--- src/rtl/nes_pad_serializer.sv ---
// nes_pad_serializer: NES 4021 shift-register emulation fed by a HID button vector
module nes_pad_serializer #(
  parameter int SYNC_STAGES   = 2,
  parameter int FILTER_CYCLES = 3,
  parameter int STALE_CYCLES  = 3000000
) (
  input  logic       clk,
  input  logic       reset,
  input  logic [7:0] pad_in,
  input  logic       pad_valid,
  input  logic       nes_latch,
  input  logic       nes_clk,
  output logic       nes_data,
  output logic       stale,
  output logic [3:0] shift_cnt
);
  localparam int FW = FILTER_CYCLES > 1 ? $clog2(FILTER_CYCLES) : 1;
  localparam int SW = STALE_CYCLES > 1 ? $clog2(STALE_CYCLES) : 1;
  typedef enum logic [1:0] {IDLE, LOAD, SHIFT} state_t;
  state_t state, state_n;
  logic [1:0] pin, lvl, lvl_d;
  logic lat_rise, lat_fall, clk_rise;
  logic [7:0] held, shreg, shreg_n;
  logic [SW-1:0] age;
  logic [3:0] cnt_n;
  assign pin = {nes_clk, nes_latch};
  genvar i;
  for (i = 0; i < 2; i++) begin : g_cond
    logic [SYNC_STAGES-1:0] sync;
    logic [FW-1:0] cnt;
    logic q, q_d;
    // synchronize the console pin, then only accept a level that stays put for FILTER_CYCLES samples
    always_ff @(posedge clk or posedge reset)
      if (reset) begin
        sync <= '0;
        cnt  <= '0;
        q    <= 1'b0;
        q_d  <= 1'b0;
      end else begin
        sync <= {sync[SYNC_STAGES-2:0], pin[i]};
        q_d  <= q;
        if (sync[SYNC_STAGES-1] == q) cnt <= '0;
        else if (cnt == FW'(FILTER_CYCLES - 1)) begin
          q   <= ~q;
          cnt <= '0;
        end else cnt <= cnt + FW'(1);
      end
    assign lvl[i]   = q;
    assign lvl_d[i] = q_d;
  end
  assign lat_rise = lvl[0] & ~lvl_d[0];
  assign lat_fall = ~lvl[0] & lvl_d[0];
  assign clk_rise = lvl[1] & ~lvl_d[1];
  // hold the latest report; release everything once reports stop arriving
  always_ff @(posedge clk or posedge reset)
    if (reset) begin
      held  <= '0;
      age   <= '0;
      stale <= 1'b1;
    end else if (pad_valid) begin
      held  <= pad_in;
      age   <= '0;
      stale <= 1'b0;
    end else if (age == SW'(STALE_CYCLES - 1)) begin
      held  <= '0;
      stale <= 1'b1;
    end else age <= age + SW'(1);
  // latch/shift sequencing; a latch edge always beats a simultaneous clock edge
  always_comb begin
    state_n = state;
    shreg_n = shreg;
    cnt_n   = shift_cnt;
    unique case (state)
      IDLE: state_n = lat_rise ? LOAD : IDLE;
      LOAD: begin
        shreg_n = held;
        cnt_n   = '0;
        state_n = lat_fall ? SHIFT : LOAD;
      end
      SHIFT:
        if (lat_rise) state_n = LOAD;
        else if (clk_rise) begin
          shreg_n = {1'b1, shreg[7:1]};
          cnt_n   = shift_cnt == 4'd8 ? shift_cnt : shift_cnt + 4'd1;
        end
      default: state_n = IDLE;
    endcase
  end
  // state, shift register and the registered active-low serial output
  always_ff @(posedge clk or posedge reset)
    if (reset) begin
      state     <= IDLE;
      shreg     <= '0;
      shift_cnt <= '0;
      nes_data  <= 1'b1;
    end else begin
      state     <= state_n;
      shreg     <= shreg_n;
      shift_cnt <= cnt_n;
      nes_data  <= ~shreg[0];
    end
endmodule
--- config.mk ---
export PLATFORM = sky130hd
export DESIGN_NAME = nes_pad_serializer
export DESIGN_NICKNAME = d
export VERILOG_FILES = /design/src/rtl/nes_pad_serializer.sv
export SDC_FILE = /design/constraint.sdc
export NUM_CORES = 1
export LEC_CHECK = 0
export CORE_ASPECT_RATIO = 0.5
export CORE_MARGIN = 1.5
export CORE_UTILIZATION = 30
export DETAILED_ROUTE_END_ITERATION = 8
export PLACE_DENSITY = 0.55
export SYNTH_ARGS = -nofsm -noshare
export SYNTH_HDL_FRONTEND = slang
export SYNTH_SLANG_ARGS = --single-unit
--- constraint.sdc ---
create_clock -name clk -period 2.7 [get_ports clk]
set_input_delay 0.81 -clock clk [delete_from_list [all_inputs] [get_ports clk]]
set_output_delay 0.81 -clock clk [all_outputs]
set_load 0.02 [all_outputs]
Word level (Yosys, flattened, before mapping)
Cells that the tools add are included.

word-level totals
  flip-flop bits (word level) = 58
  word-level logic and storage cells = 70
  output and inout bits = 6

operators by class
  bitwise gates (word level) = 10
  equality and inequality tests = 13
  add/sub/neg operators = 4
  reductions and logical operators = 7
  mux-type cells = 21

operators by type and width
  operator                                       number
  two-way mux 22 bit                             2
  two-way mux 8 bit                              4
  adder 22 x 1 -> 22 bit, second input constant  1
  == test 22 bit, second input constant          1
  case mux 8 bit (2 select lines)                1
  two-way mux 2 bit                              6
  two-way mux 4 bit                              3
  inequality test 2 bit, second input constant   5
  case mux 4 bit (2 select lines)                1
  NOT 1 bit                                      7
  == test 2 bit, second input constant           3
  case mux 2 bit (3 select lines)                1
  adder 2 x 1 -> 2 bit, second input constant    2
  adder 4 x 1 -> 4 bit, second input constant    1
  == test 4 bit, second input constant           1
  AND reduction 2 bit                            2
  AND reduction 4 bit                            1
  nonzero test 2 bit                             2
  AND 1 bit                                      3
  two-way mux 1 bit                              3
  AND reduction 3 bit                            1
  == test 1 bit                                  2
  == test 2 x 1 -> 1 bit, second input constant  1
  zero test 2 bit                                1

Logic depth before layout (Yosys ltp)
Gate-level depths: netlist of the first run.

  depth after elaboration = 5
  gate-level depth with buffers = 7
  gate-level depth less buffers = 6

Worst setup path before layout of the first run
No wires, ideal clock.

  kind = register to register
  start = register age[0]
  end = register age[6]
  arrival = 1.570 ns
  path buffers = 2
  slack = 1.052 ns
  period minus slack after synthesis = 1.648 ns
  stages on the path, launching flop included = 8
  path through = dfrtp_1 ha_1 clkbuf_1 and2_1 and2_1 buf_2 a211o_1 a21oi_1

between the ends
  word-level cells in the longest chain between the ends = 3
  elaborated cells on any way between the ends = 5

RTL lines
  item                    line  source
  start, declared         24    logic [SW-1:0] age;
  start signal, assigned  67    end else age <= age + SW'(1);
  adder 22 x 1 -> 22 bit  67
  two-way mux 22 bit      64    end else if (age == SW'(STALE_CYCLES - 1)) begin
  two-way mux 22 bit      60    end else if (pad_valid) begin

Several ways; a longest one is shown, not always the timed one. The select of a mux whose other input is x is not followed.
A chain may end at the register's enable or synchronous reset.

Final worst setup path of the first run
  start = register stale
  end = output stale

RTL lines
  item                    line  source
  start, declared         14    output logic stale,
  start signal, assigned  59    stale <= 1'b1;
  start signal, assigned  63    stale <= 1'b0;
  start signal, assigned  66    stale <= 1'b1;

No word-level cell between the ends.

==> results.md, run 1 <==
* Initial antenna violation count at 0
* Synth top area share at 51.66%
* Worst slew pin tran at 444.8 ps
* GRT Total Usage at 11.64%
* Power per cell area at 789.2 mW/mm2
* Slew Limit Fails at 0
* Die area at 0.009656 mm2
* Setup CP Type: reg -> out
* RSZ-0062 raised after global routing: no
* Rows at 24
* Yosys reg bits at 58
* Min Hold Slack at 350.5 ps
* Met1 wire length at 2.493 mm
* Crit-path cells: clkdlybuf4s50_1
* Clk slew on worst S/H paths at 50 ps
* Final Hold Vio Count at 0
* Buf+Inv Stages, Crit Path at 1
* Most frequent cells after synthesis: 56 x dfrtp_1, 31 x nand2_1, 31 x o21ai_0
* Clock root buffer master: clkbuf_16
* Final setup vio count at 0
* Diodes inserted at 0
* Post-CTS Setup Inserts at 0
* Post-Synthesis Cells at 268
* Setup crit end kind: output port
* Hold-fix buffers, CTS at 0
* Count of maximum capacitance violations at 0
* Fraction of layout cells with a size suffix above 1 at 9.589%
* WP data required at 1890 ps
* CP startpoint kind: flop
* Vias in the first global route at 1893
* Drt pass-1 iters at 4
* Via count at 1996
* CP top delay family: buffers and inverters
* P&R area growth vs syn at 20.85%
* DR top layer: met4
* Core region area at 0.008738 mm2
* Routed wire length at 5.190 mm
* Number of synthesized flops with an enable pin at 0
* Crit-path slowest cell: clkdlybuf4s50_1
* Antenna viol nets, final at 0
* NumNets Final at 304
* Min Tclk post-route at 2243 ps
* Post-synth top flop: dfrtp_1
* Count leader, synth: dfrtp_1
* Skew final at 4.180 ps
* Syn Area/Cell at 10.12 um2
* Cell taking the most area after synthesis: dfrtp_1
* Die W at 137.5 um
* YS warnings at 0
* CTS Buffer Depth at 2
* Crit path largest cell delay at 590 ps
* Leak at 1.417 nW
* Worst path arrival time at 1430 ps
* Status: completed
* Utilization after layout at 37.51%
* Post-synth ARST share at 100.0%
* Hpwl dp at 3.501 mm
* Post-Route Setup TNS at 0 ps
* Largest net degree at the start of global routing at 41
* Crit share post-route at 83.08%
* Seq/Total Area, Yosys at 53.60%
* WL per Instance at 12.69 um
* Total clock sinks at 58
* Total Power at 0.002587 W
* Initial DRC count at 99
* Fillers at 837
* Wire length of the first global-routing pass at 8.680 mm
* Total CTS buffers at 9
* Multi-input gate area at 0.001164 mm2
* Starting density of the core at 31.04%
* Rel. slew slack at 70.35%
* Hold Crit Class: reg -> reg
* Overflow after GRT at 0
* Number of buffers added on ports at 18
* Mapped Area at 0.002713 mm2
* Synth area leaders: dfrtp_1 52%, o21ai_0 5.7%, nand2_1 4.3%, a21oi_1 2.6%, mux2i_1 2.6%
* Clock Latency Late Sink at 320 ps
* IO Pins at 19
* WL met2 at 2.456 mm
* Gpl congestion at 0.7703
* Max H-tree Level at 3
* Chip Height at 70.24 um
* Worst VDD drop at 307.0 uV
* DR WL met3 at 157 um
* DRC viols at 0
* Number of gates resized after cts at 0
* Yosys cell types at 47
* Fmax at 445.8 MHz
* CP max FO at 2
* Via density at 4.880
* CTS tree: done
* Mapped Nets at 284
* Register Area at 0.001454 mm2
registers in the layout, summed over array words and instances (netlist names):
register and count:
age 22, g_cond.cnt 4, g_cond.q 2, g_cond.q_d 2
g_cond.sync 4, held 8, nes_data 1, shift_cnt 4
shreg 8, stale 1, state 2
worst paths after layout:
kind | startpoint | end | slack [ps] | depth (start not counted)
max | stale$_DFFE_PP1P_ | stale | 460 | 1
min | g_cond[0].sync[0]$_DFF_PP0_ | g_cond[0].sync[1]$_DFF_PP0_ | 350 | 0
max reg2reg | age[0]$_DFFE_PP0P_ | age[20]$_DFFE_PP0P_ | 920 | 5
min reg2reg | g_cond[0].sync[0]$_DFF_PP0_ | g_cond[0].sync[1]$_DFF_PP0_ | 350 | 0
max in group asynchronous | reset | stale$_DFFE_PP1P_ | 1290 | 3
min in group asynchronous | reset | g_cond[0].sync[0]$_DFF_PP0_ | 810 | 2
metrics by stage:
stage / worst slack [ps] / instances / instance area [um2]
floorplan: 465.3 / 268 / 2713
finish: 456.7 / 409 / 3278
global placement: 718.6 / 394 / 3024
global route: 425.1 / 409 / 3278
detailed placement: 686.8 / 394 / 3024
CTS: 441.1 / 409 / 3278
where the power goes:
part | switching, W | internal (W)
logic | 0.000243 | 0.000225
clock network | 0.000359 | 0.000611
registers | 0.000116 | 0.00103
final cells by class:
class | count | area share (%)
multi-input combinational | 187 | 35.50
inverter | 10 | 1.145
clock buffer | 12 | 7.214
timing repair buffer | 22 | 6.794
sequential | 58 | 44.35
clock inverter | 3 | 0.5344
tap | 117 | 4.466
logic make-up after synthesis:
kind of cell / synth area share (%)
XOR/XNOR: 3.229
AO/OA/AOI/OAI: 12.82
AND/OR/NAND/NOR: 22.05
flip-flops: 53.60
adder cells (fa/ha/maj): 1.384
buffers and inverters: 3.505
multiplexers: 3.413
cell usage in the layout (no fill, tap or decap), drive strengths merged, types with 4 or more instances in the layout:
cell type,instances
clkbuf,12
inv,10
and4,4
dfrtp,56
nor3,5
and3,4
a21oi,14
nor2,12
or3,8
buf,4
nand2,31
nand3,9
clkdlybuf4s50,18
o21ai,34
nand4,8
nor2b,5
xor2,7
mux2i,7
metal layers:
| metal | global-route usage (%) | vias up |
|---|---|---|
| met5 | 0 | - |
| met4 | 5.263 | 0 |
| met3 | 3.704 | 9 |
| met2 | 18.39 | 28 |
| met1 | 14.54 | 963 |
| li1 | - | 996 |
Note: power is estimated with default switching activity, not from simulation.
==> run 2, diff against run 1 <==
==> constraint.sdc (replaced) <==
create_clock -name clk -period 2.14 [get_ports clk]
set_input_delay 0.642 -clock clk [delete_from_list [all_inputs] [get_ports clk]]
set_output_delay 0.642 -clock clk [all_outputs]
set_load 0.02 [all_outputs]
==> results.md, run 2 (synthesis gave the netlist of run 1 again) <==
* Status: completed
* Slew Limit Fails at 0
* Crit path largest cell delay at 590 ps
* IO Pins at 19
* Min Tclk post-route at 2082 ps
* Leak at 1.435 nW
* Clock Latency Late Sink at 320 ps
* Fraction of layout cells with a size suffix above 1 at 10.31%
* Max reg flops at 22
* Setup crit end kind: output port
* Die W at 137.5 um
* Internal Power at 0.002508 W
* NumNets Final at 303
* Clk slew on worst S/H paths at 50 ps
* WP data required at 1500 ps
* Gpl congestion at 0.7492
* Post-Place Worst Slack at 376.7 ps
* Wire length of the first global-routing pass at 9.101 mm
* CP top delay family: buffers and inverters
* DRC viols at 0
* Routed wire length at 5.134 mm
* RSZ-0062 raised after global routing: no
* CP startpoint kind: flop
* Commonest non-fill, non-tap cell in the layout: dfrtp_1
* Via count at 1993
* Vias in the first global route at 1929
* Hold Crit Class: reg -> reg
* Count of maximum capacitance violations at 0
* Fmax at 480.3 MHz
* Via density at 4.885
* Chip Height at 70.24 um
* CTS Buffer Depth at 2
* CTS tree: done
* Crit-path slowest cell: clkdlybuf4s50_1
* Rows at 24
* Switching power total at 0.0009409 W
* Post-Route Setup TNS at 0 ps
* Final setup vio count at 0
* P&R area growth vs syn at 22.51%
* Number of gates resized after cts at 0
* Worst VDD drop at 384.2 uV
* Hold-fix buffers, CTS at 0
* Most frequent cells in the layout: 56 x dfrtp_1, 31 x nand2_1, 31 x o21ai_0
* GRT Total Usage at 12.07%
* Skew final at 5.190 ps
* Part of the power in the clock network at 40.6%
* Max H-tree Level at 3
* Antenna viol nets, final at 0
* Worst slew pin tran at 445.6 ps
* Power per cell area at 1038 mW/mm2
* Total clock sinks at 58
* Largest net degree at the start of global routing at 59
* Starting density of the core at 31.04%
* Top flop regs: age: 22 flops, held: 8 flops, shreg: 8 flops
* Initial antenna violation count at 0
* Logic gate share of total power at 17.4%
* Core region area at 0.008738 mm2
* Post-CTS Setup Inserts at 0
* Buf+Inv Stages, Crit Path at 1
* Register share of total power at 42.0%
* CP max FO at 2
* Hpwl dp at 3.365 mm
* Final Instance Count excl. Fillers at 408
* Worst setup margin at 57.75 ps
* WL per Instance at 12.58 um
* Diodes inserted at 0
* Initial DRC count at 127
* Total CTS buffers at 9
* Most flop-heavy register: age
* Clock root buffer master: clkbuf_16
* Switching Share at 27.28%
* Overflow after GRT at 0
* Min Hold Slack at 345.2 ps
* Worst path arrival time at 1440 ps
* Setup CP Type: reg -> out
* Final Hold Vio Count at 0
* Number of buffers added on ports at 18
* Crit-path cells: clkdlybuf4s50_1
* Crit share post-route at 97.30%
* Drt pass-1 iters at 4
* Die area at 0.009656 mm2
* Placed cells at 393
* Rel. slew slack at 70.29%
[run 2: changes by cell type in the layout (fill, tap and decap cells not counted), sizes merged]
cell	previous run	this run
clkbuf	12	10
buf	4	3
bufinv	0	1
clkinvlp	1	2
[run 2: final timing paths]
path / startpoint / end / slack (ps) / cells past startpoint
setup reg to reg: age[0]$_DFFE_PP0P_ / age[5]$_DFFE_PP0P_ / 370 / 5
max in group asynchronous: reset / nes_data$_DFF_PP1_ / 1140 / 3
min in group asynchronous: reset / g_cond[1].sync[0]$_DFF_PP0_ / 700 / 3
setup / recovery: stale$_DFFE_PP1P_ / stale / 60 / 1
hold reg to reg: g_cond[0].sync[0]$_DFF_PP0_ / g_cond[0].sync[1]$_DFF_PP0_ / 350 / 0
hold / removal: g_cond[0].sync[0]$_DFF_PP0_ / g_cond[0].sync[1]$_DFF_PP0_ / 350 / 0
[run 2: layout make-up]
type | count | area (um2)
multi-input combinational | 187 | 1164
fill | 849 | 5415
sequential | 58 | 1454
tap | 117 | 146.4
inverter | 10 | 37.54
clock inverter | 5 | 55.05
clock buffer | 10 | 239.0
timing repair buffer | 21 | 227.7
[run 2: worst reg2reg max path, cell delays in order (launching register included)]
cell and delay, ps:
dfrtp_1 400, ha_1 340, and2_1 280, and2_1 300
nand2_1 80, a311oi_1 280
[run 2: power groups by stage]
stage               sequential (W)  combinational, W  clock (W)
detailed placement         0.00147          0.000607          0
finish                     0.00145          0.000599    0.00140
global route               0.00148          0.000692    0.00149
CTS                        0.00145          0.000612    0.00143
floorplan                  0.00145          0.000433          0
global placement           0.00146          0.000585          0
[run 2: metrics by stage]
step           total power (W)  cell area, um2  util, %
4_1_cts               0.003494            3323    38.03
3_5_place_dp          0.002075            3029    34.66
6_report              0.003449            3323    38.03
3_3_place_gp          0.002042            3029    34.66
2_1_floorplan         0.001881            2713        -
5_1_grt               0.003668            3323    38.03
[run 2: per-layer routing]
| metal | vias up | share of wire, % | global-route usage [%] |
|---|---|---|---|
| li1 | 993 | - | - |
| met1 | 973 | 50 | 15.26 |
| met2 | 19 | 47 | 19.72 |
| met3 | 8 | 2.6 | 3.704 |
| met4 | 0 | 1.3 | 3.860 |
| met5 | - | 0 | 0 |
